$ cat config.mk
export PLATFORM = sky130hd
export DESIGN_NAME = keypad_scan_ctrl_flat
export DESIGN_NICKNAME = d
export VERILOG_FILES = /design/src/rtl/keypad_scan_ctrl_if.sv /design/src/rtl/keypad_scan_ctrl.sv /design/src/flat_wrapper.sv
export SDC_FILE = /design/constraint.sdc
export NUM_CORES = 1
export LEC_CHECK = 0
export CAP_MARGIN = 20
export CORE_MARGIN = 5
export CORE_UTILIZATION = 54
export CTS_CLUSTER_DIAMETER = 30
export DETAILED_ROUTE_END_ITERATION = 10
export MAX_ROUTING_LAYER = met4
export PLACE_DENSITY_LB_ADDON = 0.15
export SYNTH_ARGS = -nofsm -noshare
export SYNTH_HDL_FRONTEND = slang
export SYNTH_SLANG_ARGS = --single-unit
$ cat constraint.sdc
create_clock -name clk -period 1.9 [get_ports clk]
set_clock_uncertainty 0.15 [all_clocks]
set_input_delay 0.285 -clock clk [delete_from_list [all_inputs] [get_ports clk]]
set_output_delay 0.285 -clock clk [all_outputs]
set_load 0.03 [all_outputs]
$ cat src/rtl/keypad_scan_ctrl_if.sv
// Key event channel between the keypad controller and its consumer.
// An event is transferred on a rising edge where key_valid && key_ready.
interface keypad_scan_ctrl_if;
    logic [3:0] key_code;
    logic       key_valid;
    logic       key_ready;

    modport master (output key_code, output key_valid, input key_ready);
    modport slave  (input key_code, input key_valid, output key_ready);
endinterface

$ cat src/rtl/keypad_scan_ctrl.sv
// 4x4 matrix keypad controller: column scan, row synchronizer, press/release
// debounce and a single-entry valid/ready key event register.
module keypad_scan_ctrl #(
    parameter int CLK_HZ      = 27_000_000,
    parameter int COL_SCAN_HZ = 1000,
    parameter int DEBOUNCE_MS = 10
) (
    input  logic                      clk,
    input  logic                      n_reset,
    input  logic [3:0]                filas_raw,
    output logic [3:0]                columnas,
    keypad_scan_ctrl_if.master        key_out
);
    localparam int STEP_CYCLES = CLK_HZ / (COL_SCAN_HZ * 4);
    localparam int DB_CYCLES   = (CLK_HZ / 1000) * DEBOUNCE_MS;
    localparam int SW          = $clog2(STEP_CYCLES);
    localparam int DW          = $clog2(DB_CYCLES);
    localparam logic [SW-1:0] STEP_LAST = SW'(STEP_CYCLES - 1);
    localparam logic [DW-1:0] DB_LAST   = DW'(DB_CYCLES - 1);

    typedef enum logic [1:0] {SCAN, DEBOUNCE, EMIT, WAIT_RELEASE} state_t;

    state_t          state_reg, state_next;
    logic [3:0]      rows_meta_reg, rows_s;
    logic [1:0]      col_reg, col_next;
    logic [SW-1:0]   step_reg, step_next;
    logic [DW-1:0]   db_reg, db_next;
    logic [3:0]      lat_rows_reg, lat_rows_next;
    logic [3:0]      key_code_reg, key_code_next;
    logic            key_valid_reg, key_valid_next;
    logic            one_hot;
    logic            slot_free;

    function automatic logic [3:0] map_key(input logic [1:0] col, input logic [3:0] rows);
        logic [1:0] r;
        logic [3:0] code;
        r = 2'd0;
        for (int i = 0; i < 4; i++) begin
            if (rows[i]) r = 2'(i);
        end
        case ({col, r})
            4'h0: code = 4'h7;  4'h1: code = 4'h4;  4'h2: code = 4'h1;  4'h3: code = 4'hE;
            4'h4: code = 4'h8;  4'h5: code = 4'h5;  4'h6: code = 4'h2;  4'h7: code = 4'h0;
            4'h8: code = 4'h9;  4'h9: code = 4'h6;  4'hA: code = 4'h3;  4'hB: code = 4'hF;
            4'hC: code = 4'hA;  4'hD: code = 4'hB;  4'hE: code = 4'hC;  default: code = 4'hD;
        endcase
        return code;
    endfunction

    // Column drive is a pure decode of the current column, so it can never be all-zero.
    for (genvar gi = 0; gi < 4; gi++) begin : g_col
        assign columnas[gi] = (col_reg == 2'(gi));
    end

    assign key_out.key_code  = key_code_reg;
    assign key_out.key_valid = key_valid_reg;

    assign one_hot   = (rows_s != 4'd0) && ((rows_s & (rows_s - 4'd1)) == 4'd0);
    assign slot_free = !key_valid_reg || key_out.key_ready;

    always_ff @(posedge clk or negedge n_reset) begin
        if (!n_reset) begin
            state_reg     <= SCAN;
            rows_meta_reg <= 4'd0;
            rows_s        <= 4'd0;
            col_reg       <= 2'd0;
            step_reg      <= '0;
            db_reg        <= '0;
            lat_rows_reg  <= 4'd0;
            key_code_reg  <= 4'd0;
            key_valid_reg <= 1'b0;
        end else begin
            state_reg     <= state_next;
            rows_meta_reg <= filas_raw;
            rows_s        <= rows_meta_reg;
            col_reg       <= col_next;
            step_reg      <= step_next;
            db_reg        <= db_next;
            lat_rows_reg  <= lat_rows_next;
            key_code_reg  <= key_code_next;
            key_valid_reg <= key_valid_next;
        end
    end

    always_comb begin
        state_next     = state_reg;
        col_next       = col_reg;
        step_next      = step_reg;
        db_next        = db_reg;
        lat_rows_next  = lat_rows_reg;
        key_code_next  = key_code_reg;
        key_valid_next = key_valid_reg;

        // Consumer handshake; an EMIT load below on the same edge overrides the clear.
        if (key_valid_reg && key_out.key_ready) key_valid_next = 1'b0;

        case (state_reg)
            SCAN: begin
                if (step_reg == STEP_LAST) begin
                    if (one_hot) begin
                        lat_rows_next = rows_s;
                        db_next       = '0;
                        state_next    = DEBOUNCE;
                    end else begin
                        col_next  = col_reg + 2'd1;
                        step_next = '0;
                    end
                end else begin
                    step_next = step_reg + SW'(1);
                end
            end
            DEBOUNCE: begin
                if (rows_s != lat_rows_reg) begin
                    state_next = SCAN;
                    col_next   = col_reg + 2'd1;
                    step_next  = '0;
                end else if (db_reg == DB_LAST) begin
                    state_next = EMIT;
                end else begin
                    db_next = db_reg + DW'(1);
                end
            end
            EMIT: begin
                if (slot_free) begin
                    key_code_next  = map_key(col_reg, lat_rows_reg);
                    key_valid_next = 1'b1;
                    db_next        = '0;
                    state_next     = WAIT_RELEASE;
                end
            end
            default: begin
                if (rows_s != 4'd0) begin
                    db_next = '0;
                end else if (db_reg == DB_LAST) begin
                    state_next = SCAN;
                    col_next   = col_reg + 2'd1;
                    step_next  = '0;
                end else begin
                    db_next = db_reg + DW'(1);
                end
            end
        endcase
    end
endmodule

$ cat src/flat_wrapper.sv
// flat-port wrapper written by rule: the top's interface ports become plain ports
module keypad_scan_ctrl_flat 
#(
    parameter int CLK_HZ      = 27_000_000,
    parameter int COL_SCAN_HZ = 1000,
    parameter int DEBOUNCE_MS = 10
)
  (clk, n_reset, filas_raw, columnas, key_out_key_code, key_out_key_valid, key_out_key_ready);
  keypad_scan_ctrl_if key_out_i ();
  input  logic clk;
  input  logic n_reset;
  input  logic [3:0] filas_raw;
  output logic [3:0] columnas;
  output wire logic [$bits(key_out_i.key_code)-1:0] key_out_key_code;
  output wire logic [$bits(key_out_i.key_valid)-1:0] key_out_key_valid;
  input wire logic [$bits(key_out_i.key_ready)-1:0] key_out_key_ready;
  assign key_out_key_code = key_out_i.key_code;
  assign key_out_key_valid = key_out_i.key_valid;
  assign key_out_i.key_ready = key_out_key_ready;
  keypad_scan_ctrl #(.CLK_HZ(CLK_HZ), .COL_SCAN_HZ(COL_SCAN_HZ), .DEBOUNCE_MS(DEBOUNCE_MS)) u_core (.clk(clk), .n_reset(n_reset), .filas_raw(filas_raw), .columnas(columnas), .key_out(key_out_i));
endmodule
; After elaboration in Yosys (flattened, before gate mapping)
; Memories as Yosys holds them, arrays and structs flattened. A register that Yosys moved wholly into a read port is not among the register bits.
; Cells that the tools add are included.
[word_totals]
ff_bits = 49
latchBits = 0
mem_bits_rw = 0
romBits = 64
out_inout_bits = 9
wordCells = 85
n_memories = 1
[op_classes]
addsub = 4
multipliers = 0
div_mod_pow = 0
order_cmp = 0
eq_ne = 18
shifts = 0
muxes = 35
bitwise_logic = 2
reduce_logical = 17
[memory_table]
columns = memory, depth, width, rd, rd_ports_with_merged_regs, wr, line_no
row1 = (no name shown), 16, 4, 1, 1, 0, keypad_scan_ctrl.sv:41  ; case ({col, r})
[ops]
columns = cell, n
row1 = 19-bit two-way mux, 6
row2 = 13-bit two-way mux, 5
row3 = 19-bit case mux with 3 select lines, 1
row4 = 13-bit case mux with 3 select lines, 1
row5 = 2-bit two-way mux, 16
row6 = 19-bit by 1-bit adder with 19-bit output (second input constant), 1
row7 = 19-bit equality test (second input constant), 1
row8 = 13-bit by 1-bit adder with 13-bit output (second input constant), 1
row9 = 13-bit equality test (second input constant), 1
row10 = 2-bit case mux with 3 select lines, 2
row11 = 6-bit AND reduction, 2
row12 = 2-bit by 1-bit inequality test with 1-bit output (second input constant), 4
row13 = 4-bit nonzero test, 2
row14 = 2-bit equality test (second input constant), 3
row15 = 3-bit inequality test (second input constant), 2
row16 = 5-bit AND reduction, 1
row17 = 4-bit AND, 1
row18 = 2-bit by 1-bit equality test with 1-bit output (second input constant), 2
row19 = 2-bit logical NOT, 2
row20 = 4-bit logical NOT, 1
row21 = 1-bit two-way mux, 4
row22 = 2-bit inequality test (second input constant), 2
row23 = 4-bit inequality test, 1
row24 = 4-bit inequality test (second input constant), 1
row25 = 11 further kinds, 13

; Longest topological paths before layout
[depth]
depth_word = 7
depth_mapped = 9

; Least setup slack after synthesis
; Ideal clock, no wire load.
[synth_timing]
kind = reg-to-reg
start = register u_core.step_reg[1]
end = register u_core.db_reg[17]
setup_ns = 0.092
t_arrival_ns = 1.852
required_time_ns = 1.658
path_slack_ns = -0.194
path_stages_with_launch = 9
cell_sequence = dfrtp_1 inv_1 ha_1 nand4bb_1 nor4_1 a221oi_2 or2_4 or3_4 o31ai_2
[synth_via]
elab_chain_len = 3
[synth_lines]
columns = item, line_no
row1 = from (decl), keypad_scan_ctrl.sv:26  ; logic [SW-1:0] step_reg, step_next;
row2 = from (signal assigned), keypad_scan_ctrl.sv:77  ; step_reg <= step_next;
row3 = 13-bit equality test, keypad_scan_ctrl.sv:99  ; if (step_reg == STEP_LAST) begin
row4 = 2-bit by 1-bit inequality test with 1-bit output (no source line), n/a
row5 = 4-bit AND reduction (no source line), n/a
row6 = to (signal assigned), keypad_scan_ctrl.sv:78  ; db_reg <= db_next;
row7 = to (decl), keypad_scan_ctrl.sv:27  ; logic [DW-1:0] db_reg, db_next;
; No other way between the ends.
; A chain may end at the register's enable or synchronous reset.

; Final worst setup path
[layout_timing]
start = register u_core.step_reg[5]
end = register u_core.db_reg[17]
; Same word-level chain as after synthesis.

==> summary.md <==
| Metric | Value |
|---|---|
| Non-filler instance count after layout | 469 |
| Largest net degree at the start of global routing | 54 |
| Initial antenna violation count | 0 |
| Pleak | 0.00186 uW |
| Critical-path top delay cell | dfrtp_1 |
| Top-area cell type share of the netlist area | 0.440 |
| GRT Total Usage | 0.220 |
| Max reg flops | 19 |
| Primary FF master, synth | dfrtp_1 |
| Total die area | 7180 um^2 |
| Asr flop ratio synth | 1.00 |
| Max VDD drop | 0.386 mV |
| DRT iter0 DRCs | 234 |
| Relative slew margins | 0.695 |
| Post-synthesis sequential area ratio | 0.440 |
| Worst hold-check path type | flip-flop to flip-flop |
| Clock transition at path regs | 0.10 ns |
| Reg2reg path depth | 6 |
| Synth top area cells | dfrtp_1, ha_1, o21ai_0 |
| # fillers | 325 |
| XOR/XNOR share of the synthesized area | 0.0465 |
| Most common cell after layout, fill and taps aside | buf_4 |
| Routed Antenna Nets | 0 |
| Slew Viols, Final | 0 |
| Core area | 5470 um^2 |
| Initial Utilization | 0.551 |
| Final setup fails | 40 |
| Clk root buf | clkbuf_8 |
| WP data arrival | 2.28 ns |
| Fmax | 452 MHz |
| Yosys top cell by area | dfrtp_1 |
| DRT Pass-1 Iters | 4 |
| GP Congestion | 0.894 |
| Vias in the first global route | 2637 |
| Post-Synth Adder-Cell Area | 0.0581 |
| MaxCap Viol Count | 0 |
| Area grow syn2layout | 45.7% |
| Critical path class | flip-flop to flip-flop |
| Final Cycle Share | 1.16 |
| Placed wire-length estimate | 5.15 mm |
| Mapped Avg Cell Area | 9.89 um^2 |
| Clk buf depth | 2 |
| Num CTS Buffers | 5 |
| Mapped Area | 3020 um^2 |
| Synth Register Bits | 53 |
| First-pass GRT wire length | 12.5 mm |
| H-tree Lvls | 2 |
| Crit path largest cell delay | 0.40 ns |
| Routed len/inst | 18.3 um |
| Gr ovfl total | 0 |
| Status | complete, but fails checks |
| Reg-to-reg slack, setup | -0.31 ns |
| Type of origin of the critical path | flip-flop |
| Vias/cell | 5.92 |
| Failing checks | setup timing |
| Main combinational cell family by area after synthesis | simple AND/OR/NAND/NOR gates |
| Setup ws final | -0.312 ns |
| Net Count, Synth | 326 |
| Detailed-route wire length | 8.60 mm |
| RSZ-0062 raised after global routing | yes |
| Port Buffers | 15 |
| Slew @ Worst Pin | 0.456 ns |
| Startpoint of the worst hold path | u_core.rows_meta_reg[2] |
| Via Count | 2778 |
| Post-Syn Instances | 305 |
| Crit-path cells | nand4bb_4 > nor4_2 > a221oi_2 > or2_4 > or3_4 > o31ai_2 |
| Dpl cells | 451 |
| Hold Path Sink | u_core.rows_s[2] |
| Compound-Gate Fraction of Synth Area | 0.129 |
| TritonCTS sink count | 53 |
| Crit path max fanout | 3 |
| Mux contribution to synthesized area | 0.0481 |
| Worst hold path stage count | 0 |
| Warning count from the yosys run | 0 |
| Fraction of layout instances using a drive strength above 1 | 0.428 |
| Post-synth EDFFs | 0 |
| Die W | 84.7 um |
| Io pins | 16 |
| Most frequent cells in the layout | buf_4, dfrtp_1, nand2_1 |
| Die height | 84.7 um |
| CTS tree | done |
| Cell variety after synth | 52 |
| Worst setup path startpoint | u_core.step_reg[5] |
| Crit. End Element | flip-flop |
| R2r startpoint | u_core.step_reg[5] |
| Power per cell area | 459 nW/um^2 |
| WHS | 0.209 ns |
| Final Core Density | 0.803 |
| Worst EP required | 1.97 ns |
| DR DRC count | 0 |
| Hold Violations, Final | 0 |
| N_diodes | 0 |
| Final Critical Period | 2.21 ns |
| Rows | 27 |
| # nets final | 417 |
| Simple-gate share of the synthesized area | 0.241 |
| Worst-Skew Late Latency | 0.30 ns |
| Capturing point of the worst reg2reg path | u_core.db_reg[17] |
==> logic make-up after synthesis <==
| kind of cell | count (synthesis) |
|---|---|
| simple gates | 128 |
| buf+inv | 25 |
| compound gates | 59 |
| mux | 10 |
| flops | 53 |
| xor+xnor | 16 |
| fa+ha+maj | 14 |
==> timing repair <==
item | CTS | global route
buffers inserted | 2 | 7
pin swaps | 4 | 21
endpoints found under the hold margin | 53 | 0
hold buffers | 1 | 0
setup endpoints to repair | 45 | 44
gates cloned | 0 | 1
resized for setup | 27 | 82
==> per-layer routing <==
| metal | global-route usage | up-vias | routed length, um |
|---|---|---|---|
| li1 | - | 1286 | - |
| met1 | 0.267 | 1371 | 3240 |
| met2 | 0.383 | 93 | 4790 |
| met3 | 0.0353 | 28 | 356 |
| met4 | 0.0532 | 0 | 214 |
| met5 | - | - | 0 |
==> synthesized netlist by cell type, types with 2 or more instances <==
cell type,n
and2_1,3
nor4b_1,3
inv_1,15
buf_2,5
o21ai_0,24
or3_1,2
nor4b_2,2
nand4b_1,2
nor3_1,7
o31ai_1,5
mux4_2,3
nand2b_1,3
nand4_1,12
a211o_1,5
dfrtp_1,53
nor3b_1,2
mux2_2,6
o31ai_2,2
clkbuf_1,3
nand3_1,10
a21oi_1,7
nand2_1,29
a41oi_1,2
and3_1,6
xnor2_1,11
nor2b_1,2
nor2_1,27
a31oi_1,7
nand4bb_1,2
nor4_1,6
xor2_1,5
ha_1,14
==> per-stage QoR <==
step | TNS, ns | instance area (um^2) | power [uW] | worst slack [ns]
global placement | -5.39 | 3770 | 1230 | -0.278
CTS | -6.90 | 3980 | 2020 | -0.246
global route | -10.13 | 4400 | 2110 | -0.384
floorplan | -2.55 | 3060 | 1180 | -0.147
detailed placement | -6.93 | 3770 | 1230 | -0.288
finish | -6.86 | 4400 | 2020 | -0.312
==> power by group <==
part           switching [uW]  total (uW)  internal [uW]
Clock                     361         791            430
Combinational            41.4        76.2           34.8
Sequential               12.4        1150           1140
==> how the worst max path moves through the flow <==
stage	endpoint	slack, ns	cells after the start
6_report	u_core.db_reg[17]	-0.31	6
5_1_grt	u_core.db_reg[17]	-0.38	6
4_1_cts	u_core.step_reg[8]	-0.25	7
3_5_place_dp	u_core.col_reg[1]	-0.29	6
3_3_place_gp	u_core.col_reg[1]	-0.28	6
2_1_floorplan	u_core.db_reg[17]	-0.15	6
==> critical path, delay by kind of cell, from the launching register on <==
family          cells  cell delay, ns
flops               1            0.40
compound gates      2            0.33
simple gates        4            1.25
==> final cells by class <==
cell class	count	area, um^2	share of cell area
Clock inverter	1	30.0	0.00683
Tap cell	72	90.1	0.0205
Inverter	15	63.8	0.0145
Timing Repair Buffer	93	785	0.178
Sequential cell	53	1330	0.303
Clock buffer	7	86.3	0.0196
Multi-Input combinational cell	228	2010	0.457
Note: power is estimated with default switching activity, not from simulation.
